$ cat src/rtl/rapcla_arbiter_if.sv
// Bus bundle between requesters, the shared RAPCLA adder and the response consumer.
// The arbiter takes the slave view; the environment (requesters, adder, consumer) takes master.
interface rapcla_arbiter_if #(
    parameter int SIZE      = 16,
    parameter int GROUPSIZE = 4,
    parameter int NREQ      = 4
);
    localparam int GROUPS = SIZE / GROUPSIZE;
    localparam int IDW    = $clog2(NREQ);

    logic [NREQ-1:0]        req_valid;
    logic [NREQ-1:0]        req_ready;
    logic [NREQ*SIZE-1:0]   req_a;
    logic [NREQ*SIZE-1:0]   req_b;
    logic [NREQ-1:0]        req_cin;
    logic [NREQ*GROUPS-1:0] req_rcon;
    logic [SIZE-1:0]        add_a;
    logic [SIZE-1:0]        add_b;
    logic                   add_cin;
    logic [GROUPS-1:0]      add_rcon;
    logic [SIZE-1:0]        add_sum;
    logic                   add_cout;
    logic                   rsp_valid;
    logic                   rsp_ready;
    logic [SIZE-1:0]        rsp_sum;
    logic                   rsp_cout;
    logic [IDW-1:0]         rsp_id;
    logic                   rsp_approx;

    modport slave (
        input  req_valid, req_a, req_b, req_cin, req_rcon, add_sum, add_cout, rsp_ready,
        output req_ready, add_a, add_b, add_cin, add_rcon,
               rsp_valid, rsp_sum, rsp_cout, rsp_id, rsp_approx
    );

    modport master (
        output req_valid, req_a, req_b, req_cin, req_rcon, add_sum, add_cout, rsp_ready,
        input  req_ready, add_a, add_b, add_cin, add_rcon,
               rsp_valid, rsp_sum, rsp_cout, rsp_id, rsp_approx
    );
endinterface

$ cat src/rtl/rapcla_arbiter.sv
// Round-robin arbiter sharing one external RAPCLA adder between NREQ requesters,
// with a registered response slot and completed/approximate operation counters.
module rapcla_arbiter #(
    parameter int SIZE      = 16,
    parameter int GROUPSIZE = 4,
    parameter int NREQ      = 4
) (
    input  logic                     clk,
    input  logic                     rst_n,
    rapcla_arbiter_if.slave          bus,
    input  logic                     force_exact,
    output logic                     busy,
    output logic [15:0]              op_count,
    output logic [15:0]              approx_count
);
    localparam int GROUPS = SIZE / GROUPSIZE;
    localparam int IDW    = $clog2(NREQ);

    typedef enum logic [1:0] {
        ST_IDLE = 2'd0,
        ST_EXEC = 2'd1,
        ST_HOLD = 2'd2
    } state_t;

    state_t              state_r;
    logic [IDW-1:0]      last_grant_r;
    logic [IDW-1:0]      owner_r;
    logic [SIZE-1:0]     add_a_r;
    logic [SIZE-1:0]     add_b_r;
    logic                add_cin_r;
    logic [GROUPS-1:0]   add_rcon_r;
    logic                rsp_valid_r;
    logic [SIZE-1:0]     rsp_sum_r;
    logic                rsp_cout_r;
    logic [IDW-1:0]      rsp_id_r;
    logic                rsp_approx_r;
    logic                busy_r;
    logic [15:0]         op_count_r;
    logic [15:0]         approx_count_r;

    logic                grant_s;
    logic [IDW-1:0]      winner_s;
    logic [NREQ-1:0]     req_ready_s;

    // First valid requester searching upward from the one after the last winner.
    function automatic logic [IDW-1:0] rr_pick(input logic [NREQ-1:0] valid,
                                               input logic [IDW-1:0]  last);
        logic [IDW-1:0] pick;
        logic           found;
        int             idx;
        pick  = last;
        found = 1'b0;
        for (int k = 1; k <= NREQ; k++) begin
            idx = (int'(last) + k) % NREQ;
            if (!found && valid[idx]) begin
                found = 1'b1;
                pick  = IDW'(idx);
            end else begin
                found = found;
            end
        end
        return pick;
    endfunction

    // Grant decision; held off while reset is asserted so req_ready reads 0 in reset.
    always_comb begin
        grant_s     = 1'b0;
        winner_s    = rr_pick(bus.req_valid, last_grant_r);
        req_ready_s = {NREQ{1'b0}};
        if (rst_n && (|bus.req_valid) &&
            ((state_r == ST_IDLE) || ((state_r == ST_HOLD) && bus.rsp_ready))) begin
            grant_s     = 1'b1;
            req_ready_s = {{(NREQ-1){1'b0}}, 1'b1} << winner_s;
        end else begin
            grant_s     = 1'b0;
            req_ready_s = {NREQ{1'b0}};
        end
    end

    // Control FSM: issue on grant, capture adder result in EXEC, hold response until popped.
    always_ff @(posedge clk or negedge rst_n) begin
        if (!rst_n) begin
            state_r        <= ST_IDLE;
            last_grant_r   <= IDW'(NREQ - 1);
            owner_r        <= {IDW{1'b0}};
            add_a_r        <= {SIZE{1'b0}};
            add_b_r        <= {SIZE{1'b0}};
            add_cin_r      <= 1'b0;
            add_rcon_r     <= {GROUPS{1'b0}};
            rsp_valid_r    <= 1'b0;
            rsp_sum_r      <= {SIZE{1'b0}};
            rsp_cout_r     <= 1'b0;
            rsp_id_r       <= {IDW{1'b0}};
            rsp_approx_r   <= 1'b0;
            busy_r         <= 1'b0;
            op_count_r     <= 16'd0;
            approx_count_r <= 16'd0;
        end else begin
            case (state_r)
                ST_IDLE: begin
                    if (grant_s) begin
                        state_r <= ST_EXEC;
                        busy_r  <= 1'b1;
                    end else begin
                        state_r <= ST_IDLE;
                    end
                end
                ST_EXEC: begin
                    rsp_sum_r    <= bus.add_sum;
                    rsp_cout_r   <= bus.add_cout;
                    rsp_id_r     <= owner_r;
                    rsp_approx_r <= |add_rcon_r;
                    rsp_valid_r  <= 1'b1;
                    state_r      <= ST_HOLD;
                end
                ST_HOLD: begin
                    if (bus.rsp_ready) begin
                        rsp_valid_r    <= 1'b0;
                        op_count_r     <= op_count_r + 16'd1;
                        approx_count_r <= approx_count_r + {15'd0, rsp_approx_r};
                        if (grant_s) begin
                            state_r <= ST_EXEC;
                        end else begin
                            state_r <= ST_IDLE;
                            busy_r  <= 1'b0;
                        end
                    end else begin
                        state_r <= ST_HOLD;
                    end
                end
                default: begin
                    state_r     <= ST_IDLE;
                    rsp_valid_r <= 1'b0;
                    busy_r      <= 1'b0;
                end
            endcase

            // Operand load is shared by the IDLE grant and the HOLD pop-and-grant paths.
            if (grant_s) begin
                add_a_r      <= bus.req_a[winner_s*SIZE +: SIZE];
                add_b_r      <= bus.req_b[winner_s*SIZE +: SIZE];
                add_cin_r    <= bus.req_cin[winner_s];
                add_rcon_r   <= force_exact ? {GROUPS{1'b0}} : bus.req_rcon[winner_s*GROUPS +: GROUPS];
                last_grant_r <= winner_s;
                owner_r      <= winner_s;
            end else begin
                last_grant_r <= last_grant_r;
            end
        end
    end

    assign bus.req_ready  = req_ready_s;
    assign bus.add_a      = add_a_r;
    assign bus.add_b      = add_b_r;
    assign bus.add_cin    = add_cin_r;
    assign bus.add_rcon   = add_rcon_r;
    assign bus.rsp_valid  = rsp_valid_r;
    assign bus.rsp_sum    = rsp_sum_r;
    assign bus.rsp_cout   = rsp_cout_r;
    assign bus.rsp_id     = rsp_id_r;
    assign bus.rsp_approx = rsp_approx_r;
    assign busy           = busy_r;
    assign op_count       = op_count_r;
    assign approx_count   = approx_count_r;
endmodule

$ cat src/flat_wrapper.sv
// flat-port wrapper written by rule: the top's interface ports become plain ports
module rapcla_arbiter_flat 
#(
    parameter int SIZE      = 16,
    parameter int GROUPSIZE = 4,
    parameter int NREQ      = 4
)
  (clk, rst_n, force_exact, busy, op_count, approx_count, bus_req_valid, bus_req_a, bus_req_b, bus_req_cin, bus_req_rcon, bus_add_sum, bus_add_cout, bus_rsp_ready, bus_req_ready, bus_add_a, bus_add_b, bus_add_cin, bus_add_rcon, bus_rsp_valid, bus_rsp_sum, bus_rsp_cout, bus_rsp_id, bus_rsp_approx);
  rapcla_arbiter_if #(.SIZE(SIZE), .GROUPSIZE(GROUPSIZE), .NREQ(NREQ)) bus_i ();
  input  logic clk;
  input  logic rst_n;
  input  logic force_exact;
  output logic busy;
  output logic [15:0] op_count;
  output logic [15:0] approx_count;
  input wire logic [$bits(bus_i.req_valid)-1:0] bus_req_valid;
  input wire logic [$bits(bus_i.req_a)-1:0] bus_req_a;
  input wire logic [$bits(bus_i.req_b)-1:0] bus_req_b;
  input wire logic [$bits(bus_i.req_cin)-1:0] bus_req_cin;
  input wire logic [$bits(bus_i.req_rcon)-1:0] bus_req_rcon;
  input wire logic [$bits(bus_i.add_sum)-1:0] bus_add_sum;
  input wire logic [$bits(bus_i.add_cout)-1:0] bus_add_cout;
  input wire logic [$bits(bus_i.rsp_ready)-1:0] bus_rsp_ready;
  output wire logic [$bits(bus_i.req_ready)-1:0] bus_req_ready;
  output wire logic [$bits(bus_i.add_a)-1:0] bus_add_a;
  output wire logic [$bits(bus_i.add_b)-1:0] bus_add_b;
  output wire logic [$bits(bus_i.add_cin)-1:0] bus_add_cin;
  output wire logic [$bits(bus_i.add_rcon)-1:0] bus_add_rcon;
  output wire logic [$bits(bus_i.rsp_valid)-1:0] bus_rsp_valid;
  output wire logic [$bits(bus_i.rsp_sum)-1:0] bus_rsp_sum;
  output wire logic [$bits(bus_i.rsp_cout)-1:0] bus_rsp_cout;
  output wire logic [$bits(bus_i.rsp_id)-1:0] bus_rsp_id;
  output wire logic [$bits(bus_i.rsp_approx)-1:0] bus_rsp_approx;
  assign bus_i.req_valid = bus_req_valid;
  assign bus_i.req_a = bus_req_a;
  assign bus_i.req_b = bus_req_b;
  assign bus_i.req_cin = bus_req_cin;
  assign bus_i.req_rcon = bus_req_rcon;
  assign bus_i.add_sum = bus_add_sum;
  assign bus_i.add_cout = bus_add_cout;
  assign bus_i.rsp_ready = bus_rsp_ready;
  assign bus_req_ready = bus_i.req_ready;
  assign bus_add_a = bus_i.add_a;
  assign bus_add_b = bus_i.add_b;
  assign bus_add_cin = bus_i.add_cin;
  assign bus_add_rcon = bus_i.add_rcon;
  assign bus_rsp_valid = bus_i.rsp_valid;
  assign bus_rsp_sum = bus_i.rsp_sum;
  assign bus_rsp_cout = bus_i.rsp_cout;
  assign bus_rsp_id = bus_i.rsp_id;
  assign bus_rsp_approx = bus_i.rsp_approx;
  rapcla_arbiter #(.SIZE(SIZE), .GROUPSIZE(GROUPSIZE), .NREQ(NREQ)) u_core (.clk(clk), .rst_n(rst_n), .bus(bus_i), .force_exact(force_exact), .busy(busy), .op_count(op_count), .approx_count(approx_count));
endmodule
$ cat config.mk
export PLATFORM = sky130hd
export DESIGN_NAME = rapcla_arbiter_flat
export DESIGN_NICKNAME = d
export VERILOG_FILES = /design/src/rtl/rapcla_arbiter_if.sv /design/src/rtl/rapcla_arbiter.sv /design/src/flat_wrapper.sv
export SDC_FILE = /design/constraint.sdc
export NUM_CORES = 1
export LEC_CHECK = 0
export BUFFER_PORTS_ARGS = -buffer_cell sky130_fd_sc_hd__buf_4
export CAP_MARGIN = 20
export CELL_PAD_IN_SITES_DETAIL_PLACEMENT = 1
export CELL_PAD_IN_SITES_GLOBAL_PLACEMENT = 1
export CORE_MARGIN = 2
export CORE_UTILIZATION = 31
export DETAILED_ROUTE_END_ITERATION = 7
export PLACE_DENSITY = 0.82
export SLEW_MARGIN = 10
export SYNTH_ARGS = -nofsm -noshare
export SYNTH_HDL_FRONTEND = slang
export SYNTH_SLANG_ARGS = --single-unit
$ cat constraint.sdc
create_clock -name clk -period 1.94 [get_ports clk]
set_clock_uncertainty 0.05 [all_clocks]
set_input_delay 0.388 -clock clk [delete_from_list [all_inputs] [get_ports clk]]
set_output_delay 0.388 -clock clk [all_outputs]
set_load 0.02 [all_outputs]
# Word-level counts from Yosys, hierarchy flattened
# Cells that the tools add are included.
# Widths: inputs -> output; s select.
[word_totals] ff_bits=97 latch_bits=0 mem_bits_rw=0 mem_bits_ro=0 in_bits=173 output_inout_bits=95 word_cells=94 memories=0
[classes] add_sub_neg=6 n_mul=0 div_mod_pow=0 n_lt_le_gt_ge=5 eq_ne=5 shift=4 mux=33 bitwise=6 n_reduce_logical=20
[op_table] op="$shiftx 64x7->16" n=2
[op_table] op="$mux 1" n=18
[op_table] op="$add 16x1->16" n=1
[op_table] op="$add 16x1->16 const B" n=1
[op_table] op="$lt 3x4->1 const B" n=4
[op_table] op="$shiftx 16x5->4" n=1
[op_table] op="$bmux 1 s2" n=5
[op_table] op="$mux 2" n=5
[op_table] op="$mux 4" n=2
[op_table] op="$reduce_or 2->1" n=4
[op_table] op="$reduce_or 4->1" n=2
[op_table] op="$logic_and 1x1->1" n=6
[op_table] op="$pmux 1 s3" n=2
[op_table] op="$pmux 2 s3" n=1
[op_table] op="$add 2x1->2 const B" n=2
[op_table] op="$add 2x2->2 const B" n=2
[op_table] op="$and 1x1->1 const A" n=4
[op_table] op="$ne 2x2->1 const B" n=2
[op_table] op="$reduce_and 2->1" n=2
[op_table] op="$reduce_and 4->1" n=1
[op_table] op="$shl 1x2->4 const A" n=1
[op_table] op="$logic_not 1->1" n=3
[op_table] op="$lt 2x3->1 const B" n=1
[op_table] op="$eq 2x1->1 const B" n=1
[op_table] op="5 further kinds" n=6

# Depth between registers and ports, before layout
[logic_depth] depth_word=18 mapped_depth=9

# Worst setup path before layout
# No wires, ideal clock.
[synth_path] kind="register to output" from="register u_core.last_grant_r[1]" to="output port bus_req_ready[2]" t_arrival_ns=1.795 required_ns=1.502 slack_ns=-0.293 path_stages_with_launch=9 n_path_buf=3 path_cell_list="dfstp_2 buf_6 nand2_1 a31oi_4 and2_4 buf_6 nand2_4 buf_4 nor2_1"
[synth_via] elab_chain_len=16
[synth_rtl] element="start: declaration" line_no="rapcla_arbiter.sv:26" rtl="logic [IDW-1:0] last_grant_r;"
[synth_rtl] element="start signal: assignment" line_no="rapcla_arbiter.sv:84" rtl="last_grant_r <= IDW'(NREQ - 1);"
[synth_rtl] element="start signal: assignment" line_no="rapcla_arbiter.sv:144" rtl="last_grant_r <= winner_s;"
[synth_rtl] element="start signal: assignment" line_no="rapcla_arbiter.sv:147" rtl="last_grant_r <= last_grant_r;"
[synth_rtl] element="$add 2x1->2" line_no="rapcla_arbiter.sv:54" rtl="idx = (int'(last) + k) % NREQ;"
[synth_rtl] element="$bmux 1 s2" line_no="rapcla_arbiter.sv:55" rtl="if (!found && valid[idx]) begin"
[synth_rtl] element="$mux 1 (implied by the code) (2 in a row)" line_no="rapcla_arbiter.sv:55"
[synth_rtl] element="$mux 1" line_no="rapcla_arbiter.sv:55"
[synth_rtl] element="$logic_not 1->1" line_no="rapcla_arbiter.sv:55"
[synth_rtl] element="$logic_and 1x1->1" line_no="rapcla_arbiter.sv:55"
[synth_rtl] element="$mux 1" line_no="rapcla_arbiter.sv:55"
[synth_rtl] element="$logic_not 1->1" line_no="rapcla_arbiter.sv:55"
[synth_rtl] element="$logic_and 1x1->1" line_no="rapcla_arbiter.sv:55"
[synth_rtl] element="$mux 1" line_no="rapcla_arbiter.sv:55"
[synth_rtl] element="$logic_not 1->1" line_no="rapcla_arbiter.sv:55"
[synth_rtl] element="$logic_and 1x1->1" line_no="rapcla_arbiter.sv:55"
[synth_rtl] element="$mux 2 *" line_no="rapcla_arbiter.sv:55"
[synth_rtl] element="$shl 1x2->4 *" line_no="rapcla_arbiter.sv:73" rtl="req_ready_s = {{(NREQ-1){1'b0}}, 1'b1} << winner_s;"
[synth_rtl] element="$mux 4 *" line_no="rapcla_arbiter.sv:70" rtl="if (rst_n && (|bus.req_valid) &&"
[synth_rtl] element="end: declaration" line_no="flat_wrapper.sv:24" rtl="output wire logic [$bits(bus_i.req_ready)-1:0] bus_req_ready;"
# Every way passes the cells marked *; elsewhere a longest branch is shown, timed or not. The select of a mux whose other input is x is not followed.

# Worst setup path in the final report
[layout_path] from="register u_core.last_grant_r[1]" to="output port bus_req_ready[0]"
# Same word-level chain as after synthesis.

==> results.txt <==
fraction of final layout cells sized beyond drive strength 1 -> 64.3%
clk_lat worst skew -> 0.35 ns
first-pass GRT wire length -> 28,600 um
clock sink count -> 97
CP Launch Point -> u_core.last_grant_r[1]
Residual DRC -> 0
final setup fails -> 39
Pwr per Cell Area -> 1360 nW/um^2
fin cells -> 959
Hold Crit Class -> input port to async pin
Worst path most repeated cell -> buf_6
clock slew at reported path FFs -> 0.08 ns
CTS tree -> built
Final Max Slew Viols -> 0
post-synthesis sequential area ratio -> 47.4%
Setup WS pre-CTS -> -0.208 ns
mux share of post-synthesis cell area -> 17.9%
Final Cycle Share -> 117%
Tmin final -> 2.27 ns
IO Count -> 268
total number of vias -> 4,723
antenna cells -> 0
Layout area overhead -> 70.1%
slowest stage delay, CP -> 0.61 ns
endpoints failing hold -> 0
Placement Cell Area -> 7560 sq um
placed cells -> 926
initial antenna violation count -> 0
EDFF count, synth -> 0
via count of the first global-routing pass -> 5,306
Synth Area in Adders -> 0.732%
global-route usage over all layers -> 21.0%
Cell Area, Synth -> 5120 sq um
WP data arrival -> 1.84 ns
PortBufs -> 267
IR drop worst, VDD -> 0.699 mV
CP Capture Type -> primary output
largest net degree at the start of global routing -> 57
post-synth net total -> 599
Pleak -> 4.00 nW
WL per Instance -> 19.6 um
MaxCap Viol Count -> 0
startpoint types -> register
RSZ-0062 raised after global routing -> yes
post-route cell area -> 8720 sq um
failing checks -> setup timing
Synth Area in Compound Gates -> 14.1%
WL final -> 18,800 um
die width -> 133 um
core area -> 16,300 sq um
actual slew at the worst max-slew pin -> 0.742 ns
ys async rst share -> 100%
Routed Antenna Nets -> 0
commonest non-fill, non-tap cell in the layout -> buf_4
Max Fanout on Critical Path -> 4
post-synthesis cell count -> 423
Synth Register Bits -> 97
xor/xnor share of the synthesized area -> 4.96%
Simple-Gate Fraction of Synth Area -> 10.3%
H-tree levels -> 3
height of the die -> 133 um
Starting DRT DRC Count -> 121
status -> complete, but fails checks
syn_area_per_cell -> 12.1 sq um
fin nets -> 910
Reg2Reg Launch Point -> u_core.last_grant_r[1]
crit path kind -> register to primary output
crit path max-delay cell type -> dfstp_2
fin worst setup slack -> -0.334 ns
final hold slack -> 0.121 ns
clk buf depth -> 2
Vias/cell -> 4.92
CTS Hold Bufs -> 0
Synth Flop Type -> dfrtp_1
die area -> 17,600 sq um
Worst EP required -> 1.50 ns
gpl congestion -> 0.839
largest family of logic cells by synthesized area -> multiplexers
relative slew slack -> 50.5%
most frequent cells in the layout -> buf_4, dfrtp_1, nand2_1
Netlist cell types -> 46
hpwl dp -> 13,900 um
fmax -> 440 MHz
site row count -> 47
root buf cell -> clkbuf_16
crit-path cells -> buf_6 > nand2_4 > a31oi_4 > and2_4 > nand2b_4 > nor2_4 > buf_6
DR pass1 iterations -> 4
Num CTS Buffers -> 9
Synth warnings -> 0
initial core utilization -> 31.3%
GR Overflow Total -> 0
-- sequential cells by signal (all words and copies together) (netlist names) --
name / cells
u_core.bus.rsp_valid: 1
u_core.bus.add_a: 16
u_core.bus.rsp_sum: 16
u_core.op_count: 16
u_core.busy: 1
u_core.bus.rsp_cout: 1
u_core.bus.rsp_id: 2
u_core.owner_r: 2
u_core.bus.add_rcon: 4
u_core.bus.rsp_approx: 1
u_core.last_grant_r: 2
u_core.bus.add_cin: 1
u_core.approx_count: 16
u_core.bus.add_b: 16
u_core.state_r: 2
-- report_power, final --
part / switching [mW] / internal [mW] / leakage, nW
registers: 0.547 / 2.72 / 1.21
clock network: 0.884 / 0.908 / 0.145
logic: 3.31 / 3.52 / 2.64
total: 4.74 / 7.16 / 4.00
-- final timing paths --
check,end,slack [ns],cells past startpoint
worst min register to register,u_core.op_count[15],0.43,1
worst min-delay path,u_core.owner_r[0],0.12,2
min in group clk,u_core.bus.rsp_sum[14],0.22,2
worst max register to register,u_core.bus.add_a[0],-0.22,7
worst max-delay path,bus_req_ready[0],-0.33,7
max in group asynchronous,u_core.op_count[15],0.54,3
-- per-layer routing --
metal	share of wire [%]	track usage, %	vias to the layer above
met5	0	0	-
met4	2.5	7.59	0
met3	4.8	4.14	28
met2	55	39.3	170
met1	38	23.4	2350
li1	-	-	2175
-- metrics by stage --
| stage | setup TNS (ns) | util [%] | power (mW) |
|---|---|---|---|
| after floorplan | -0.444 | - | 6.37 |
| after global placement | -11.09 | 46.2 | 8.34 |
| after detailed placement | -7.79 | 46.2 | 8.58 |
| after CTS | -6.57 | 52.2 | 11.7 |
| after global routing | -9.80 | 53.3 | 12.5 |
| final | -7.07 | 53.3 | 11.9 |
-- layout make-up --
class,instances,area (sq um)
Multi-Input combinational cell,297,3060
Timing Repair Buffer,325,2650
Sequential cell,97,2430
Clock inverter,7,68.8
Inverter,4,15.0
Clock buffer,9,225
Tap cell,220,275
Fill cell,1747,7630
-- kinds of logic after synthesis --
logic type,count (synthesis)
adders and majority gates,3
buffers and inverters,29
DFF,97
muxes,89
AOI/OAI and AO/OA,66
and+or+nand+nor,110
xor gates and xnor gates,29
-- cell usage after synthesis (5+ instances only) --
| cell type | number | area share (%) |
|---|---|---|
| dfrtp_1 | 95 | 46 |
| mux2i_1 | 67 | 13 |
| nand2_1 | 54 | 4.0 |
| o221ai_2 | 28 | 8.2 |
| mux2_2 | 22 | 4.8 |
| xnor2_1 | 22 | 3.8 |
| nor2_1 | 18 | 1.3 |
| nand3_1 | 10 | 0.98 |
| a211oi_1 | 8 | 1.2 |
| a21boi_0 | 8 | 1.2 |
| clkbuf_1 | 7 | 0.51 |
| nand4_1 | 7 | 0.85 |
| xor2_1 | 7 | 1.2 |
| o221ai_1 | 6 | 1.0 |
| and3_1 | 5 | 0.61 |
-- worst max-delay path: cells and delay by family, from the launching register on --
kind / cells / cell delay, ns
simple gates: 4 / 0.48
compound gates: 1 / 0.13
buf+inv: 2 / 0.26
flops: 1 / 0.61
-- repair_timing --
| item | 4_1_cts | 5_1_grt |
|---|---|---|
| setup endpoints to repair | 40 | 41 |
| gates resized for setup | 98 | 50 |
| gates cloned | 5 | 0 |
| pin swaps | 32 | 7 |
| setup buffers | 15 | 3 |
(Power assumes the default switching activity.)
